File: src/rtl/matvec_pkg.sv
// Shared types and sizing helpers for the matrix-vector sequencer.
package matvec_pkg;

  typedef enum logic [2:0] {
    IDLE,
    RUN,
    WAIT,
    OUT,
    FIN
  } state_t;

  // Width of the signed accumulator.
  // A full-width product plus enough headroom to sum one row without overflow.
  function automatic int acc_width(input int data_w, input int cols);
    return 2 * data_w + $clog2(cols);
  endfunction

  // Index width for a range of n entries.
  // The result is never zero, so a single-entry range still gets a 1-bit index.
  function automatic int addr_w(input int n);
    return (n > 1) ? $clog2(n) : 1;
  endfunction

endpackage

File: src/rtl/matvec_mac.sv
// Registered signed multiply-accumulate.
// clear_first restarts the sum with the current product.
module matvec_mac
  import matvec_pkg::*;
#(
  parameter int DATA_W = 8,
  parameter int COLS   = 3
) (
  input  logic                                      clk,
  input  logic                                      rst,
  input  logic                                      en,
  input  logic                                      clear_first,
  input  logic signed [DATA_W-1:0]                  a,
  input  logic signed [DATA_W-1:0]                  b,
  output logic signed [acc_width(DATA_W, COLS)-1:0] acc
);

  localparam int ACC_W = acc_width(DATA_W, COLS);

  logic signed [2*DATA_W-1:0] prod_p1;

  // Sign-extend a full-width product into the accumulator domain.
  function automatic logic signed [ACC_W-1:0] sext(input logic signed [2*DATA_W-1:0] p);
    return ACC_W'(p);
  endfunction

  // ---- stage p1: data returned by the stores, multiply and accumulate ----
  assign prod_p1 = a * b;

  // Accumulate on every tagged return.
  // The first column of a row overwrites the previous row's sum.
  always_ff @(posedge clk) begin
    if (rst) begin
      acc <= '0;
    end else if (en) begin
      acc <= clear_first ? sext(prod_p1) : acc + sext(prod_p1);
    end
  end

endmodule

File: src/rtl/matvec_sequencer.sv
// Row-by-row matrix-vector sequencer.
// Walks W (row-major) and x, accumulates each row, and offers it on a valid/ready port.
module matvec_sequencer
  import matvec_pkg::*;
#(
  parameter int ROWS   = 3,
  parameter int COLS   = 3,
  parameter int DATA_W = 8
) (
  input  logic                                      clk,
  input  logic                                      rst,
  input  logic                                      start,
  output logic                                      busy,
  output logic                                      done,
  output logic                                      rd_en,
  output logic [addr_w(ROWS*COLS)-1:0]              w_addr,
  output logic [addr_w(COLS)-1:0]                   x_addr,
  input  logic signed [DATA_W-1:0]                  w_data,
  input  logic signed [DATA_W-1:0]                  x_data,
  output logic signed [acc_width(DATA_W, COLS)-1:0] y_data,
  output logic [addr_w(ROWS)-1:0]                   y_row,
  output logic                                      y_valid,
  input  logic                                      y_ready
);

  localparam int RW = addr_w(ROWS);
  localparam int CW = addr_w(COLS);

  state_t        state;
  logic [RW-1:0] r;
  logic [CW-1:0] c;
  logic          rd_en_p1;
  logic          first_p1;

  // Control FSM with registered outputs.
  // Addresses are loaded one edge ahead, so each rd_en cycle already carries r*COLS+c.
  always_ff @(posedge clk) begin
    if (rst) begin
      state   <= IDLE;
      busy    <= 1'b0;
      done    <= 1'b0;
      rd_en   <= 1'b0;
      w_addr  <= '0;
      x_addr  <= '0;
      y_row   <= '0;
      y_valid <= 1'b0;
      r       <= '0;
      c       <= '0;
    end else begin
      done <= 1'b0;
      case (state)
        IDLE: begin
          if (start) begin
            state  <= RUN;
            busy   <= 1'b1;
            r      <= '0;
            c      <= '0;
            rd_en  <= 1'b1;
            w_addr <= '0;
            x_addr <= '0;
          end
        end
        RUN: begin
          if (c == CW'(COLS - 1)) begin
            state <= WAIT;
            rd_en <= 1'b0;
          end else begin
            c      <= c + 1'b1;
            rd_en  <= 1'b1;
            w_addr <= w_addr + 1'b1;
            x_addr <= c + 1'b1;
          end
        end
        WAIT: begin
          state   <= OUT;
          y_valid <= 1'b1;
          y_row   <= r;
        end
        OUT: begin
          if (y_ready) begin
            y_valid <= 1'b0;
            if (r == RW'(ROWS - 1)) begin
              state <= FIN;
              done  <= 1'b1;
              busy  <= 1'b0;
            end else begin
              // W is contiguous, so the next row starts one past the last address
              state  <= RUN;
              r      <= r + 1'b1;
              c      <= '0;
              rd_en  <= 1'b1;
              w_addr <= w_addr + 1'b1;
              x_addr <= '0;
            end
          end
        end
        FIN: begin
          state <= IDLE;
        end
        default: begin
          state <= IDLE;
        end
      endcase
    end
  end

  // ---- stage p0 -> p1: tag travels with the one-cycle store latency ----
  // Delay the read strobe and the first-column flag to line up with returned data.
  always_ff @(posedge clk) begin
    if (rst) begin
      rd_en_p1 <= 1'b0;
      first_p1 <= 1'b0;
    end else begin
      rd_en_p1 <= rd_en;
      first_p1 <= rd_en && (x_addr == '0);
    end
  end

  matvec_mac #(
    .DATA_W (DATA_W),
    .COLS   (COLS)
  ) u_mac (
    .clk         (clk),
    .rst         (rst),
    .en          (rd_en_p1),
    .clear_first (first_p1),
    .a           (w_data),
    .b           (x_data),
    .acc         (y_data)
  );

endmodule

File: config.mk
export PLATFORM = sky130hd
export DESIGN_NAME = matvec_sequencer
export DESIGN_NICKNAME = d
export VERILOG_FILES = /design/src/rtl/matvec_pkg.sv /design/src/rtl/matvec_mac.sv /design/src/rtl/matvec_sequencer.sv
export SDC_FILE = /design/constraint.sdc
export NUM_CORES = 1
export LEC_CHECK = 0
export CAP_MARGIN = 20
export CORE_MARGIN = 2
export CORE_UTILIZATION = 59
export DETAILED_ROUTE_END_ITERATION = 10
export PLACE_DENSITY = 0.8
export REMOVE_ABC_BUFFERS = 1
export SKIP_LAST_GASP = 1
export SYNTH_ARGS = -nofsm -noshare
export SYNTH_HDL_FRONTEND = slang
export SYNTH_HIERARCHICAL = 1
export SYNTH_SLANG_ARGS = --single-unit
File: constraint.sdc
create_clock -name clk -period 6.5 [get_ports clk]
set_input_delay 0.65 -clock clk [delete_from_list [all_inputs] [get_ports clk]]
set_output_delay 0.65 -clock clk [all_outputs]
set_load 0.01 [all_outputs]
==> flow_metrics.tcl <==
set metrics [dict create \
    status "finished clean" \
    start_kind "primary input" \
    final_core_util_pct 73.9 \
    min_path_cells 2 \
    p_int_uw 1580 \
    drtIter0Drc 244 \
    synth-main-ff-cell "dfxtp_1" \
    yosysWarningCount 6 \
    reg2reg_to "u_mac/acc[12]" \
    timing.reg2reg.setup_slack_ns 3.88 \
    synth_top_area_share_pct 22.1 \
    slew_headroom_pct 51.1 \
    wl_per_cell_um 14.7 \
    antennaDiodeCount 0 \
    power_density_nw_per_um2 515 \
    synthCells 596 \
    nFillCells 611 \
    synth_top_area_cell "fa_1" \
    die_height_um 96.8 \
    p_seq_share_pct 8.9 \
    place_area_um2 5960 \
    clockBufferDepth 2 \
    yosysMostFrequentCell "inv_1" \
    hold_path.startpoint "u_mac/acc[15]" \
    reg2regPathDepth 4 \
    area_delta_synth_final_pct 20.7 \
    avgSynthCellArea_um2 8.52 \
    finalMaxSlewViolations 0 \
    cts.clk_slew.worst_paths_ns 0.08 \
    finalCritPeriodShare_pct 96.4 \
    combPwrFrac_pct 85.9 \
    yosysUniqueCellTypes 62 \
    hold_path.class "flip-flop to flip-flop" \
    grt_pass1_vias 4358 \
    yosys-top-cells-count "97 x inv_1, 56 x fa_1, 50 x ha_1, 47 x and2_1, 44 x nor2_1" \
    grt_overflow_total 0 \
    io_buffers 49 \
    finalPower_uw 3160 \
    globalplace.congestion 0.855 \
    cts-root-buf "clkbuf_8" \
    synth_edf_count 0 \
    post_route_cells_drive_above_1_share_pct 12.2 \
    htree_levels 2 \
    fin_skew_ns 0.00421 \
    power_leakage_uw 0.00300 \
    hold_violations 0 \
    start_util_pct 61.2 \
    vdd.ir_drop.worst_mv 0.518 \
    async_reset_ff_share_pct 0 \
    ios 50 \
    stdcell_area_um2 6130 \
    synth.area.top_cells "fa_1 22%, dfxtp_1 15%, ha_1 12%, inv_1 7.2%, and2_1 5.8%" \
    ys_seq_elements 37 \
    hold_end "u_mac/acc[15]" \
    antenna_found_initial 0 \
    hold_ws_ns 0.494 \
    pwr-share-clk_pct 5.2 \
    switching_share_pct 50.0 \
    cap_violations 0 \
    clkLatencyLatePin_ns 0.29 \
    fp.dieW_um 96.8 \
    nNetsFinal 811 \
    fin_crit_ns 6.27 \
    cts_tree "done" \
    core_area_um2 8300 \
    rr_startpoint "first_p1" \
    wirelength_um 11700 \
    endpoint_kind "flip-flop" \
    post_cts_buffers 0 \
    setup_viol 0 \
    crit_arrival_ns 6.50 \
    cp_max_fo 4 \
    dp_hpwl_um 9160 \
    worstPathRequired_ns 6.73 \
    rows 33 \
    crit_type "primary input to flip-flop" \
    vias 4456 \
    clock.fmax_mhz 160 \
    drc 0 \
    tns_ns 0 \
    grt_use_total_pct 24.9 \
    grt_max_degree 37 \
    switchingPower_uw 1580 \
    cts_buffers 5 \
    ant_nets 0 \
    worst_slew_pin_slew_ns 0.732 \
    die_area_um2 9370 \
    vias_per_cell 5.63 \
    synthesis.area_um2 5080 \
    ys_seq_area_share_pct 14.6 \
    cts_sinks 37 \
    firstDrtPassIters 5 \
    grt_pass1_wl_um 19700 \
]
## placed cells by master, fill, tap and decap left out, types with 3 or more instances in the layout
| cell | n |
|---|---|
| a211oi_1 | 13 |
| a211oi_2 | 3 |
| a21o_1 | 10 |
| a21oi_1 | 25 |
| a21oi_2 | 4 |
| a311oi_1 | 5 |
| a31oi_1 | 3 |
| and2_1 | 47 |
| buf_4 | 49 |
| clkbuf_8 | 5 |
| clkdlybuf4s50_1 | 35 |
| dfxtp_1 | 37 |
| dlymetal6s2s_1 | 14 |
| fa_1 | 55 |
| ha_1 | 50 |
| inv_1 | 96 |
| mux2i_1 | 9 |
| nand2_1 | 41 |
| nand2b_1 | 6 |
| nand3_1 | 9 |
| nand4_1 | 4 |
| nor2_1 | 40 |
| nor2_2 | 4 |
| nor2b_1 | 6 |
| nor3_1 | 8 |
| nor4_1 | 3 |
| o211ai_1 | 3 |
| o21a_1 | 5 |
| o21ai_0 | 16 |
| o21ai_1 | 7 |
| o21bai_1 | 4 |
| xnor2_1 | 18 |
| xor2_1 | 6 |
## logic make-up (layout without fill, tap and decap cells)
| logic type | count (synthesis) | count (layout) | synth area share (%) |
|---|---|---|---|
| muxes | 11 | 11 | 2.44 |
| and+or+nand+nor | 186 | 186 | 18.8 |
| AOI/OAI and AO/OA | 116 | 116 | 16.1 |
| adders and majority gates | 106 | 106 | 34.4 |
| xor gates and xnor gates | 25 | 25 | 4.31 |
| buffers and inverters | 115 | 205 | 9.36 |
| DFF | 37 | 37 | 14.6 |
## power groups by stage
stage / sequential [uW] / clock, uW / combinational [uW]
6_report: 280 / 163 / 2710
5_1_grt: 283 / 177 / 3010
4_1_cts: 279 / 166 / 2600
3_5_place_dp: 284 / 0 / 2540
3_3_place_gp: 283 / 0 / 2460
2_1_floorplan: 291 / 0 / 1790
## metrics by stage
step	cells	setup slack, ns
after floorplan	580	0.616
after global placement	783	-0.0718
after detailed placement	783	-0.235
after CTS	791	0.0459
after global routing	791	-0.00102
final	791	0.233
## registers in the layout, indices dropped and copies added (netlist names), 2 cells and up
register and flops:
u_mac/acc 18, c 2, r 2, state 3, w_addr 4, y_row 2
## per-layer routing
layer,wire (um),vias to the layer above,GRT usage (%)
met5,0,-,0
met3,562,18,3.54
met4,141,0,6.18
met2,5700,136,41.1
met1,5250,2154,34.6
li1,-,2148,-
## how the worst max path moves through the flow
stage | start | to | slack, ns | depth (start not counted)
CTS | w_data[3] | u_mac/acc[17] | 0.05 | 23
floorplan | x_data[4] | u_mac/acc[17] | 0.62 | 22
finish | x_data[7] | u_mac/acc[17] | 0.23 | 23
detailed placement | w_data[3] | u_mac/acc[17] | -0.24 | 23
global placement | x_data[4] | u_mac/acc[17] | -0.07 | 23
global route | x_data[7] | u_mac/acc[17] | -0.001 | 23
## layout make-up
type	instances	area (um2)	area share [%]
multi-input combinational	444	3910	63.7
sequential	37	741	12.1
tap	105	131	2.14
clock buffer	5	68.8	1.12
inverter	99	372	6.06
clock inverter	3	17.5	0.286
timing repair buffer	98	893	14.6
## what timing repair did
item	CTS	global route
hold buffers	0	0
setup endpoints to repair	0	4
resized for setup	0	29
## critical path: stages
cell and delay (ns):
clkdlybuf4s50_1 0.53, inv_2 0.10, nor2_2 0.14, fa_1 0.44
fa_1 0.53, fa_1 0.55, inv_1 0.06, fa_1 0.53
inv_1 0.04, ha_1 0.20, or3_1 0.41, nor2_1 0.10
o21ai_0 0.12, nor2b_2 0.20, xor2_2 0.16, ha_1 0.31
o21ai_2 0.09, nor2_2 0.07, o31ai_4 0.22, o311ai_4 0.16
a31oi_2 0.23, mux4_2 0.53, a21oi_2 0.12
Note: power is estimated with default switching activity, not from simulation.
